$ cat src/rtl/fpu_pkg.sv
// Shared FPU result definitions: status codes, field widths and the
// packed result-word layout used by the result monitor.
package fpu_pkg;

   localparam int FPU_W  = 32;
   localparam int EXP_W  = 6;
   localparam int MANT_W = 25;
   localparam int ST_W   = 4;

   localparam logic [ST_W-1:0] ST_NONE      = 4'b0000;
   localparam logic [ST_W-1:0] ST_EXACT     = 4'b0001;
   localparam logic [ST_W-1:0] ST_OVERFLOW  = 4'b0100;
   localparam logic [ST_W-1:0] ST_UNDERFLOW = 4'b1000;

   typedef struct packed {
      logic              sign;
      logic [EXP_W-1:0]  exp;
      logic [MANT_W-1:0] mant;
   } fpu_word_t;

   // One FIFO entry / capture word: status in the top nibble, result below.
   typedef struct packed {
      logic [ST_W-1:0] status;
      fpu_word_t       word;
   } fpu_entry_t;

endpackage

$ cat src/rtl/fpu_mon_fifo.sv
// Generic show-ahead FIFO. The head is read combinationally from storage;
// while empty the output holds the last popped entry. Full/empty come from
// the occupancy counter, so pointers only need log2(DEPTH) bits.
module fpu_mon_fifo #(
   parameter int WIDTH = 36,
   parameter int DEPTH = 4
) (
   input  logic                     clk,
   input  logic                     rst_n,
   input  logic                     push_i,
   input  logic                     pop_i,
   input  logic [WIDTH-1:0]         data_i,
   output logic [WIDTH-1:0]         data_o,
   output logic                     full_o,
   output logic                     empty_o,
   output logic [$clog2(DEPTH):0]   count_o
);

   localparam int PTR_W = $clog2(DEPTH);

   logic [WIDTH-1:0] mem_q [DEPTH];
   logic [PTR_W-1:0] wr_ptr_q, rd_ptr_q;
   logic [PTR_W:0]   count_q, count_d;
   logic [WIDTH-1:0] last_pop_q;
   logic             push_fire, pop_fire;

   assign empty_o   = (count_q == '0);
   assign full_o    = (count_q == (PTR_W+1)'(DEPTH));
   assign pop_fire  = pop_i && !empty_o;
   // A full FIFO still accepts a push when the head leaves in the same cycle.
   assign push_fire = push_i && (!full_o || pop_fire);
   assign count_o   = count_q;
   assign data_o    = empty_o ? last_pop_q : mem_q[rd_ptr_q];

   // Occupancy next-state: +1 push only, -1 pop only, otherwise unchanged.
   always_comb begin
      // NOTE: default assigned first so every path drives count_d -- no latch.
      count_d = count_q;
      case ({push_fire, pop_fire})
         2'b10:   count_d = count_q + 1'b1;
         2'b01:   count_d = count_q - 1'b1;
         default: count_d = count_q;
      endcase
   end

   // Storage write at the tail on an accepted push.
   always_ff @(posedge clk) begin
      // NOTE: storage is not reset; it is only observed through count-gated reads.
      if (push_fire) mem_q[wr_ptr_q] <= data_i;
   end

   // Pointers, occupancy and the held last-popped value.
   always_ff @(posedge clk or negedge rst_n) begin
      if (!rst_n) begin
         // NOTE: non-blocking assignments for all state so every flop samples pre-edge values.
         wr_ptr_q   <= '0;
         rd_ptr_q   <= '0;
         count_q    <= '0;
         last_pop_q <= '0;
      end else begin
         count_q <= count_d;
         if (push_fire) wr_ptr_q <= wr_ptr_q + 1'b1;
         if (pop_fire) begin
            rd_ptr_q   <= rd_ptr_q + 1'b1;
            last_pop_q <= mem_q[rd_ptr_q];
         end
      end
   end

endmodule

$ cat src/rtl/fpu_result_monitor.sv
// FPU result monitor: detects each newly published FPU result, queues it
// with its status in a show-ahead FIFO drained by valid/ready, and keeps a
// sticky drop flag for results lost while the FIFO was full.
// Optional statistics counters are enabled by defining FPU_MON_STATS_EN.
module fpu_result_monitor
   import fpu_pkg::*;
#(
   parameter int DEPTH = 4
`ifdef FPU_MON_STATS_EN
   ,
   parameter int CNT_W = 16
`endif
) (
   input  logic                     clock100KHz,
   input  logic                     reset,
   input  logic [FPU_W-1:0]         data_in,
   input  logic [ST_W-1:0]          status_in,
   output logic                     out_valid,
   input  logic                     out_ready,
   output logic [FPU_W-1:0]         out_data,
   output logic [ST_W-1:0]          out_status,
   output logic [$clog2(DEPTH):0]   fill_level,
   output logic                     drop_flag,
   input  logic                     clear
`ifdef FPU_MON_STATS_EN
   ,
   output logic [CNT_W-1:0]         cnt_exact,
   output logic [CNT_W-1:0]         cnt_overflow,
   output logic [CNT_W-1:0]         cnt_underflow,
   output logic [CNT_W-1:0]         cnt_drop
`endif
);

   fpu_entry_t in_entry, head_entry, last_word_q;
   logic       new_result, pop_req, refused, full, empty;
   logic       drop_flag_q, drop_flag_d;

   assign in_entry.status = status_in;
   assign in_entry.word   = fpu_word_t'(data_in);

   // The FPU holds its outputs between publications, so only a change of the
   // full {status,result} word (with a nonzero status) marks a new result.
   assign new_result = (status_in != ST_NONE) && (in_entry != last_word_q);
   assign pop_req    = out_valid && out_ready;
   assign refused    = new_result && full && !pop_req;

   fpu_mon_fifo #(
      .WIDTH ($bits(fpu_entry_t)),
      .DEPTH (DEPTH)
   ) u_fifo (
      .clk     (clock100KHz),
      .rst_n   (reset),
      .push_i  (new_result),
      .pop_i   (pop_req),
      .data_i  (in_entry),
      .data_o  (head_entry),
      .full_o  (full),
      .empty_o (empty),
      .count_o (fill_level)
   );

   assign out_valid  = !empty;
   assign out_data   = head_entry.word;
   assign out_status = head_entry.status;
   assign drop_flag  = drop_flag_q;

   // Sticky drop flag: a refused push beats a same-cycle clear.
   always_comb begin
      drop_flag_d = drop_flag_q;
      if (refused)    drop_flag_d = 1'b1;
      else if (clear) drop_flag_d = 1'b0;
   end

   // Capture register and drop flag state.
   always_ff @(posedge clock100KHz or negedge reset) begin
      if (!reset) begin
         last_word_q <= '0;
         drop_flag_q <= 1'b0;
      end else begin
         if (new_result) last_word_q <= in_entry;
         drop_flag_q <= drop_flag_d;
      end
   end

`ifdef FPU_MON_STATS_EN
   logic [CNT_W-1:0] cnt_exact_q, cnt_overflow_q, cnt_underflow_q, cnt_drop_q;
   logic [CNT_W-1:0] cnt_exact_d, cnt_overflow_d, cnt_underflow_d, cnt_drop_d;

   // Saturating counters: clear first, then an event in the same cycle still counts.
   always_comb begin
      cnt_exact_d     = clear ? '0 : cnt_exact_q;
      cnt_overflow_d  = clear ? '0 : cnt_overflow_q;
      cnt_underflow_d = clear ? '0 : cnt_underflow_q;
      cnt_drop_d      = clear ? '0 : cnt_drop_q;
      if (new_result && status_in == ST_EXACT && cnt_exact_d != '1)
         cnt_exact_d = cnt_exact_d + 1'b1;
      if (new_result && status_in == ST_OVERFLOW && cnt_overflow_d != '1)
         cnt_overflow_d = cnt_overflow_d + 1'b1;
      if (new_result && status_in == ST_UNDERFLOW && cnt_underflow_d != '1)
         cnt_underflow_d = cnt_underflow_d + 1'b1;
      if (refused && cnt_drop_d != '1)
         cnt_drop_d = cnt_drop_d + 1'b1;
   end

   // Statistics counter registers.
   always_ff @(posedge clock100KHz or negedge reset) begin
      if (!reset) begin
         cnt_exact_q     <= '0;
         cnt_overflow_q  <= '0;
         cnt_underflow_q <= '0;
         cnt_drop_q      <= '0;
      end else begin
         cnt_exact_q     <= cnt_exact_d;
         cnt_overflow_q  <= cnt_overflow_d;
         cnt_underflow_q <= cnt_underflow_d;
         cnt_drop_q      <= cnt_drop_d;
      end
   end

   assign cnt_exact     = cnt_exact_q;
   assign cnt_overflow  = cnt_overflow_q;
   assign cnt_underflow = cnt_underflow_q;
   assign cnt_drop      = cnt_drop_q;
`endif

endmodule

$ cat config.mk
export PLATFORM = sky130hd
export DESIGN_NAME = fpu_result_monitor
export DESIGN_NICKNAME = d
export VERILOG_FILES = /design/src/rtl/fpu_pkg.sv /design/src/rtl/fpu_mon_fifo.sv /design/src/rtl/fpu_result_monitor.sv
export SDC_FILE = /design/constraint.sdc
export NUM_CORES = 1
export LEC_CHECK = 0
export BUFFER_PORTS_ARGS = -buffer_cell sky130_fd_sc_hd__buf_2
export CORE_UTILIZATION = 25
export DETAILED_ROUTE_END_ITERATION = 7
export GPL_ROUTABILITY_DRIVEN = 0
export PLACE_DENSITY = 0.43
export SLEW_MARGIN = 20
export SYNTH_ARGS = -nofsm -noshare
export SYNTH_HDL_FRONTEND = slang
export SYNTH_SLANG_ARGS = --single-unit
$ cat constraint.sdc
create_clock -name clock100KHz -period 3.1 [get_ports clock100KHz]
set_input_delay 0.465 -clock clock100KHz [delete_from_list [all_inputs] [get_ports clock100KHz]]
set_output_delay 0.465 -clock clock100KHz [all_outputs]
set_load 0.1 [all_outputs]
# Word-level counts from Yosys, hierarchy flattened
# Memories as Yosys holds them, arrays and structs flattened.
# Index checks and enable logic that the tools add are counted.
classes:
  n_eq_ne: 4
  n_reduce_logical: 14
  n_addsub: 4
  mux: 6
ops:
  columns: ["cell", "n"]
  rows:
  - ["2-to-1 mux 36 bit", 1]
  - ["!= test 36 bit", 1]
  - ["logical AND 1 bit", 6]
  - ["one-hot mux 3 bit (2 select lines)", 1]
  - ["adder 2 x 1 -> 2 bit, second input constant", 2]
  - ["2-to-1 mux 1 bit", 4]
  - ["nonzero test 2 bit", 2]
  - ["nonzero test 4 bit", 1]
  - ["adder 3 x 1 -> 3 bit, second input constant", 1]
  - ["== test 3 bit, second input constant", 1]
  - ["zero test 1 bit", 3]
  - ["zero test 3 bit", 1]
  - ["subtractor 3 x 1 -> 3 bit, second input constant", 1]
  - ["== test 2 x 1 -> 1 bit, second input constant", 1]
  - ["== test 2 bit, second input constant", 1]
  - ["logical OR 1 bit", 1]
word_totals:
  output_inout_bits: 41
  wordCells: 38
  mem_count: 1
  ram_bits: 144
  in_bits: 40
  register_bits: 80
mem_list:
  columns: ["name", "depth", "word_bits", "read_ports", "rd_ports_with_merged_regs", "write_ports", "line", "rtl"]
  rows:
  - ["u_fifo.mem_q", 4, 36, 1, 0, 1, "fpu_mon_fifo.sv:21", "logic [WIDTH-1:0] mem_q [DEPTH];"]

# Longest topological paths before layout
# Gate-level depths: netlist (run 1).
depth:
  depth_word: 8
  mapped_depth: 9
  depth_no_buf: 8

# By module
# Synthesis (run 1) repeated with hierarchy kept, for this count alone.
hier_totals:
  cells_unflattened: 492
  area_unflattened_um2: 9272.6
by_module_without_submodules:
  columns: ["module", "seq_area_each_um2", "cells_each", "instances", "area_each_um2"]
  rows:
  - ["fpu_mon_fifo", 5400.2, 355, 1, 7458.4]
  - ["fpu_result_monitor", 925.9, 137, 1, 1814.2]

# Least setup slack after synthesis (run 1)
# No wires, ideal clock.
synth_timing:
  path_kind: "reg2out"
  from: "register u_fifo.count_q[0], in the netlist u_fifo.count_o[0]"
  to: "output port out_data[14]"
  t_arrival_ps: 3369
  t_required_ps: 2635
  path_slack_ps: -734
  path_buffers: 2
  path_stages_with_launch: 5
  cell_sequence: "dfrtp_1 > or3_1 > clkbuf_1 > clkbuf_1 > mux2_2"
synth_between:
  elab_chain_len: 2
synth_rtl:
  columns: ["element", "line", "rtl"]
  rows:
  - ["start: declaration", "fpu_mon_fifo.sv:23", "logic [PTR_W:0] count_q, count_d;"]
  - ["start signal: assignment", "fpu_mon_fifo.sv:61", "count_q <= count_d;"]
  - ["zero test 3 bit", "fpu_mon_fifo.sv:27", "assign empty_o = (count_q == '0);"]
  - ["2-to-1 mux 36 bit", "fpu_mon_fifo.sv:33", "assign data_o = empty_o ? last_pop_q : mem_q[rd_ptr_q];"]
  - ["end: declaration", "fpu_result_monitor.sv:20", "output logic [FPU_W-1:0] out_data,"]
# Every way passes these cells.

# Final worst setup path (run 1)
layout_timing:
  from: "register u_fifo.rd_ptr_q[0]"
  to: "output port out_data[5]"
layout_between:
  elab_chain_len: 2
layout_rtl:
  columns: ["element", "line", "rtl"]
  rows:
  - ["start: declaration", "fpu_mon_fifo.sv:22", "logic [PTR_W-1:0] wr_ptr_q, rd_ptr_q;"]
  - ["start signal: assignment", "fpu_mon_fifo.sv:64", "rd_ptr_q <= rd_ptr_q + 1'b1;"]
  - ["memory (4 x 36 bit)", null, null]
  - ["2-to-1 mux 36 bit", "fpu_mon_fifo.sv:33", null]
# Every way passes these cells.

==> run_results.csv, run 1 <==
group,metric,value,unit
run_status,status,"finished, violations left",
run_status,failed_checks,"hold timing",
global_route,grt_total_usage,12.0,%
placement,final_hpwl_dp,14.3,mm
drt,dr_total_vias,4885,
synth,synth_top_cell_by_area,"sky130_fd_sc_hd__edfxtp_1",
layout,filler_cell_count,3471,
clocking,bufs_on_longest_clock_path,3,
min_path,timing.hold.worst.class,"primary input to asynchronous set/reset pin",
clocking,ctsHtreeMaxLevel,1,
setup_path,worst_path_dominant_cell_family,"multiplexers",
sta,slew_headroom,39.4,%
clocking,cts_inserted_buffers,27,
sta,fin_worst_hold_slack,-0.00379,ns
die,core_region_area,35700,sq um
setup_path,crit_type,"register to output port",
synth,yosys.area.top_type_share,47.3,%
die,initial_standard_cell_utilization_of_the_core,25.6,%
die,placementRows,69,
drt,routed_wirelength,21.6,mm
die,dieHeight,193,um
clocking,clk-insertion-delay-late,0.52,ns
placement,number_of_instances_in_the_placed_design,1090,
drt,avgViaCountPerCell,4.29,
setup_path,cp.buffers_inverters,2,
sta,setup-violations-final,0,
drt,route.detailed.wl_per_inst,19.0,um
clocking,post_cts_buffers,0,
setup_path,critical_path.max_stage_delay,0.58,ns
layout,area_delta_synth_final,27.0,%
sta,max_clock_freq,342,MHz
die,die-area,37300,sq um
sta,timing_max_transition_violations_final,0,
die,number_of_top_level_pins,81,
synth,net_count_after_synthesis,598,
sta,setup-tns-final,0,ns
setup_path,setup.worst_path.end_class,"output port",
placement,io_buffers,80,
clocking,post_cts_hold_buffer_count,0,
run,maxCapViolations,0,
global_route,number_of_antenna_violations_at_the_first_check_in_global_routing,1,
layout,design.final.nets,703,
setup_path,path_cells,"buf_12, mux4_2, mux2_2, buf_2",
placement,post_dp_cell_area,10700,sq um
layout,finish.cell_count_without_fillers,1139,
sta,timing.final.crit_share,94.2,%
global_route,grt_pass1_wl,33.0,mm
global_route,grt_max_degree,48,
layout,most_common_cell_after_layout_fill_and_taps_aside,"sky130_fd_sc_hd__edfxtp_1",
synth,yosys.cell_types.count,29,
sta,setup_repair_after_global_routing_missed_its_margin,"false",
clocking,cts-root-buf,"sky130_fd_sc_hd__clkbuf_16",
drt,drt-initial-drc-count,201,
clocking,cts_sinks,224,
layout,commonest_non_fill_non_tap_cells_in_the_layout,"sky130_fd_sc_hd__edfxtp_1 (144), sky130_fd_sc_hd__nand2_1 (113), sky130_fd_sc_hd__dfrtp_1 (76)",
synth,syn-instance-count,553,
drt,remaining_drc_errors,0,
synth,syn_area,9140,sq um
setup_path,startpoint_type,"register",
global_route,via_count_of_the_first_global_routing_pass,5295,
global_route,overflow,0,
synth,ys_seq_area_share,69.3,%
setup_path,critPathArrivalTime,2.46,ns
synth,leading_cell_types_by_total_area_after_synthesis,"sky130_fd_sc_hd__edfxtp_1 (47%), sky130_fd_sc_hd__dfrtp_1 (22%), sky130_fd_sc_hd__mux4_2 (8.9%), sky130_fd_sc_hd__mux2_2 (5.2%), sky130_fd_sc_hd__nand2_1 (4.6%)",
layout,fraction_of_final_layout_cells_with_drive_strength_greater_than_1,34.3,%
sta,number_of_hold_violations_in_the_final_report,2,
clocking,tritoncts,"done",
clocking,clkSlewWorstSetupHoldPaths,0.06,ns
setup_path,slowest_stage,"sky130_fd_sc_hd__dfrtp_4",
setup_path,crit_fanout,14,
synth,ys_seq_elements,224,
die,dieWidth,193,um
drt,ant_nets,0,
clocking,cts-resized-gates,0,
sta,layout_min_cycle_time,2.92,ns
setup_path,timing.critical_path.required,2.63,ns
synth,post_syn_area_per_cell,16.5,sq um
sta,finalClockSkew,0.0108,ns
layout,post_route_design_area,11600,sq um
sta,tightestPinTransition,0.896,ns
synth,synth-warning-count,0,
drt,first_pass_iters,7,
## through the flow
stage	util (%)	setup slack, ns
final	32.4	0.180
after detailed placement	29.9	0.298
after global placement	29.9	0.376
after CTS	32.4	0.0475
after floorplan	-	0.155
after global routing	32.4	0.0751
## area by class of cell
cell class,count,area (sq um),share of cell area (%)
multi-input cells,300,2710,23.3
clock buffers,29,683,5.89
clock inverters,19,210,1.81
inverters,5,18.8,0.162
repair buffers,100,1070,9.19
diodes,1,2.50,0.0216
flip-flops and latches,224,6330,54.6
well taps,461,577,4.97
## worst reg2reg max path, cell delays in order (launching register included)
cell                      delay, ns
sky130_fd_sc_hd__dfrtp_1       0.39
sky130_fd_sc_hd__xnor2_1       0.23
sky130_fd_sc_hd__nand4_1       0.22
sky130_fd_sc_hd__nor4_2        0.47
sky130_fd_sc_hd__a31oi_4       0.20
sky130_fd_sc_hd__and2b_1       0.28
sky130_fd_sc_hd__and2_2        0.31
sky130_fd_sc_hd__buf_12        0.22
## registers in the layout, summed over array words and instances (netlist names)
| register | cells |
|---|---|
| u_fifo.mem_q | 144 |
| last_word_q | 36 |
| u_fifo.last_pop_q | 36 |
| u_fifo.count_o | 3 |
| u_fifo.rd_ptr_q | 2 |
| u_fifo.wr_ptr_q | 2 |
| drop_flag | 1 |
## metal layers
metal  GRT usage, %  wire length [um]  up-vias  part of all wire [%]
met3           2.23               930       33                   4.3
met5              0                 0        -                     0
met4           2.82               376        0                   1.7
li1               -                 -     2248                     -
met2           19.9             10500      102                    49
met1           16.2              9760     2502                    45
## cells in the mapped netlist (all sizes together)
library cell  count
fa                1
mux2i             1
nor3              1
and2              5
nor2              3
edfxtp          144
and4              1
inv               5
mux2             72
nand2           113
mux4             36
o21ai             3
dfrtp            80
nor4              2
or3               2
and2b             1
nand4             9
clkbuf           15
xnor2            40
ha                4
a211oi            1
a31oi             2
buf               9
nand3             1
nor4b             2
## cell families after synthesis
group           after synthesis  share of synthesized area, %
flops                       224                          69.3
simple gates                140                          6.55
mux                         109                          17.9
xor+xnor                     40                          3.84
buf+inv                      29                          1.29
compound gates                6                         0.452
fa+ha+maj                     5                         0.767
## final timing paths
check	startpoint	end	slack [ns]	cells past startpoint
min	reset	u_fifo.last_pop_q[3]$_DFFE_PN0P_	-0.004	1
min reg2reg	u_fifo.last_pop_q[29]$_DFFE_PN0P_	u_fifo.last_pop_q[29]$_DFFE_PN0P_	0.47	2
max in group asynchronous	reset	last_word_q[6]$_DFFE_PN0P_	2.39	2
max	u_fifo.rd_ptr_q[0]$_DFFE_PN0P_	out_data[5]	0.18	4
min in group clock100KHz	clear	drop_flag$_DFFE_PN0P_	0.15	2
max reg2reg	last_word_q[22]$_DFFE_PN0P_	u_fifo.mem_q[0][6]$_DFFE_PP_	0.51	7
Power of run 1 is left out: the tool's default activity adds up to more than one toggle a clock period on the data nets, which glitch-free logic cannot reach.
==> inputs of run 2 (changes only) <==
--- a/config.mk
+++ b/config.mk
@@ -7,6 +7,7 @@
 export LEC_CHECK = 0
 export BUFFER_PORTS_ARGS = -buffer_cell sky130_fd_sc_hd__buf_2
 export CORE_UTILIZATION = 25
+export CTS_BUF_LIST = sky130_fd_sc_hd__clkbuf_8
 export DETAILED_ROUTE_END_ITERATION = 7
 export GPL_ROUTABILITY_DRIVEN = 0
 export PLACE_DENSITY = 0.43
==> run 2 against run 1 <==
The run now ends clean; utilization down 0.36 points; global-route usage up 0.12 points; die area unchanged; maximum frequency about the same; count of clock-buffer cells in the layout up 14; routed wire length up 1.1%; critical path depth unchanged; clock skew up 0.0090 ns; first-iteration DRC count up 26%; sequential share of layout area up 0.61 points; worst setup slack about the same; critical path type unchanged.
==> run_results.csv, run 2 (synthesis gave the netlist of run 1 again) <==
group,metric,value,unit
run_status,status,"complete, no violations",
sta,timing_max_transition_violations_final,0,
min_path,timing.hold.worst.class,"primary input to asynchronous set/reset pin",
run,maxCapViolations,0,
global_route,grt_pass1_wl,33.1,mm
sta,finalClockSkew,0.0198,ns
setup_path,r2r_setup_slk,0.50,ns
die,core_region_area,35700,sq um
sta,layout_min_cycle_time,2.92,ns
global_route,overflow,0,
sta,tightestPinTransition,0.888,ns
setup_path,timing.critical_path.required,2.63,ns
drt,ant_nets,0,
sta,slew_headroom,40.0,%
sta,timing.final.crit_share,94.2,%
layout,post_route_design_area,11500,sq um
layout,top_flop_regs,"u_fifo.mem_q x144, last_word_q x36, u_fifo.last_pop_q x36",
layout,most_common_cell_after_layout_fill_and_taps_aside,"sky130_fd_sc_hd__edfxtp_1",
drt,routed_wirelength,21.8,mm
clocking,cts_inserted_buffers,40,
global_route,grt_total_usage,12.1,%
drt,first_pass_iters,6,
sta,setup-violations-final,0,
layout,largest_register_ffs,144,
die,dieHeight,193,um
layout,commonest_non_fill_non_tap_cells_in_the_layout,"sky130_fd_sc_hd__edfxtp_1 (144), sky130_fd_sc_hd__nand2_1 (113), sky130_fd_sc_hd__dfrtp_1 (76)",
setup_path,worstReg2RegStart,"last_word_q[22]$_DFFE_PN0P_",
layout,design.final.nets,716,
setup_path,startpoint_type,"register",
setup_path,setup.worst_path.end_class,"output port",
setup_path,crit_fanout,14,
global_route,grt_max_degree,48,
layout,filler_cell_count,3495,
global_route,number_of_antenna_violations_at_the_first_check_in_global_routing,1,
setup_path,critPathArrivalTime,2.46,ns
clocking,cts-root-buf,"sky130_fd_sc_hd__clkbuf_8",
placement,final_hpwl_dp,14.3,mm
layout,max_flop_register,"u_fifo.mem_q",
clocking,cts_sinks,224,
sta,setup-tns-final,0,ns
layout,fraction_of_final_layout_cells_with_drive_strength_greater_than_1,34.9,%
die,initial_standard_cell_utilization_of_the_core,25.6,%
clocking,clkSlewWorstSetupHoldPaths,0.06,ns
setup_path,crit_type,"register to output port",
sta,max_clock_freq,342,MHz
die,dieWidth,193,um
drt,dr_total_vias,4971,
sta,number_of_hold_violations_in_the_final_report,0,
drt,avgViaCountPerCell,4.28,
clocking,post_cts_buffers,0,
die,die-area,37300,sq um
drt,remaining_drc_errors,0,
layout,area_delta_synth_final,25.5,%
setup_path,ff2ff_path_depth,7,
layout,multi_input_area,2710,sq um
drt,drt-initial-drc-count,253,
layout,seqCellArea,6330,sq um
drt,route.detailed.wl_per_inst,18.8,um
die,placementRows,69,
placement,post_dp_cell_area,10700,sq um
sta,setup_repair_after_global_routing_missed_its_margin,"false",
clocking,ctsHtreeMaxLevel,2,
layout,fin_util,32.1,%
clocking,bufs_on_longest_clock_path,3,
placement,io_buffers,80,
clocking,tritoncts,"done",
clocking,clk-insertion-delay-late,0.52,ns
setup_path,r2r-end,"u_fifo.mem_q[0][11]$_DFFE_PP_",
global_route,via_count_of_the_first_global_routing_pass,5414,
die,number_of_top_level_pins,81,
==> run 2: how the worst max path moves through the flow <==
stage                                   start                       endpoint  cells after the start
3_5_place_dp                      data_in[22]   u_fifo.mem_q[0][9]$_DFFE_PP_                      8
4_1_cts        u_fifo.rd_ptr_q[0]$_DFFE_PN0P_                    out_data[4]                      4
3_3_place_gp                     status_in[2]  u_fifo.mem_q[0][10]$_DFFE_PP_                      8
6_report       u_fifo.rd_ptr_q[0]$_DFFE_PN0P_                    out_data[5]                      4
5_1_grt        u_fifo.rd_ptr_q[0]$_DFFE_PN0P_                    out_data[4]                      4
2_1_floorplan   u_fifo.count_o[0]$_DFFE_PN0P_                   out_data[14]                      4
==> run 2: per-layer routing <==
metal / GRT usage (%) / vias up / share of wire [%]
li1: - / 2281 / -
met1: 16.2 / 2531 / 45
met2: 19.6 / 119 / 48
met3: 2.77 / 40 / 4.8
met4: 3.55 / 0 / 1.8
met5: 0 / - / 0
==> run 2: cell type report <==
class / count / share of cell area (%)
repair buffers: 100 / 9.30
clock inverters: 28 / 1.51
inverters: 5 / 0.164
flip-flops and latches: 224 / 55.2
clock buffers: 43 / 5.16
well taps: 461 / 5.03
multi-input cells: 300 / 23.6
diodes: 1 / 0.0218
==> run 2: critical path: stages (launching register included) <==
cell                      delay [ns]
sky130_fd_sc_hd__dfrtp_4        0.58
sky130_fd_sc_hd__buf_12         0.22
sky130_fd_sc_hd__mux4_2         0.54
sky130_fd_sc_hd__mux2_2         0.28
sky130_fd_sc_hd__buf_2          0.29
==> run 2: per-stage QoR <==
stage               setup slack (ns)  hold slack, ns  cells
global placement               0.376           0.454   1090
global route                  0.0589          0.0379   1161
floorplan                      0.155           0.169    553
finish                         0.180         0.00305   1162
CTS                           0.0300          0.0122   1161
detailed placement             0.298           0.458   1090
==> run 2: what timing repair did <==
action                                  4_1_cts  5_1_grt
gates resized for setup                       0        1
hold buffers                                  0        0
endpoints found under the setup margin        0        6
Power of run 2 is left out for the same reason.
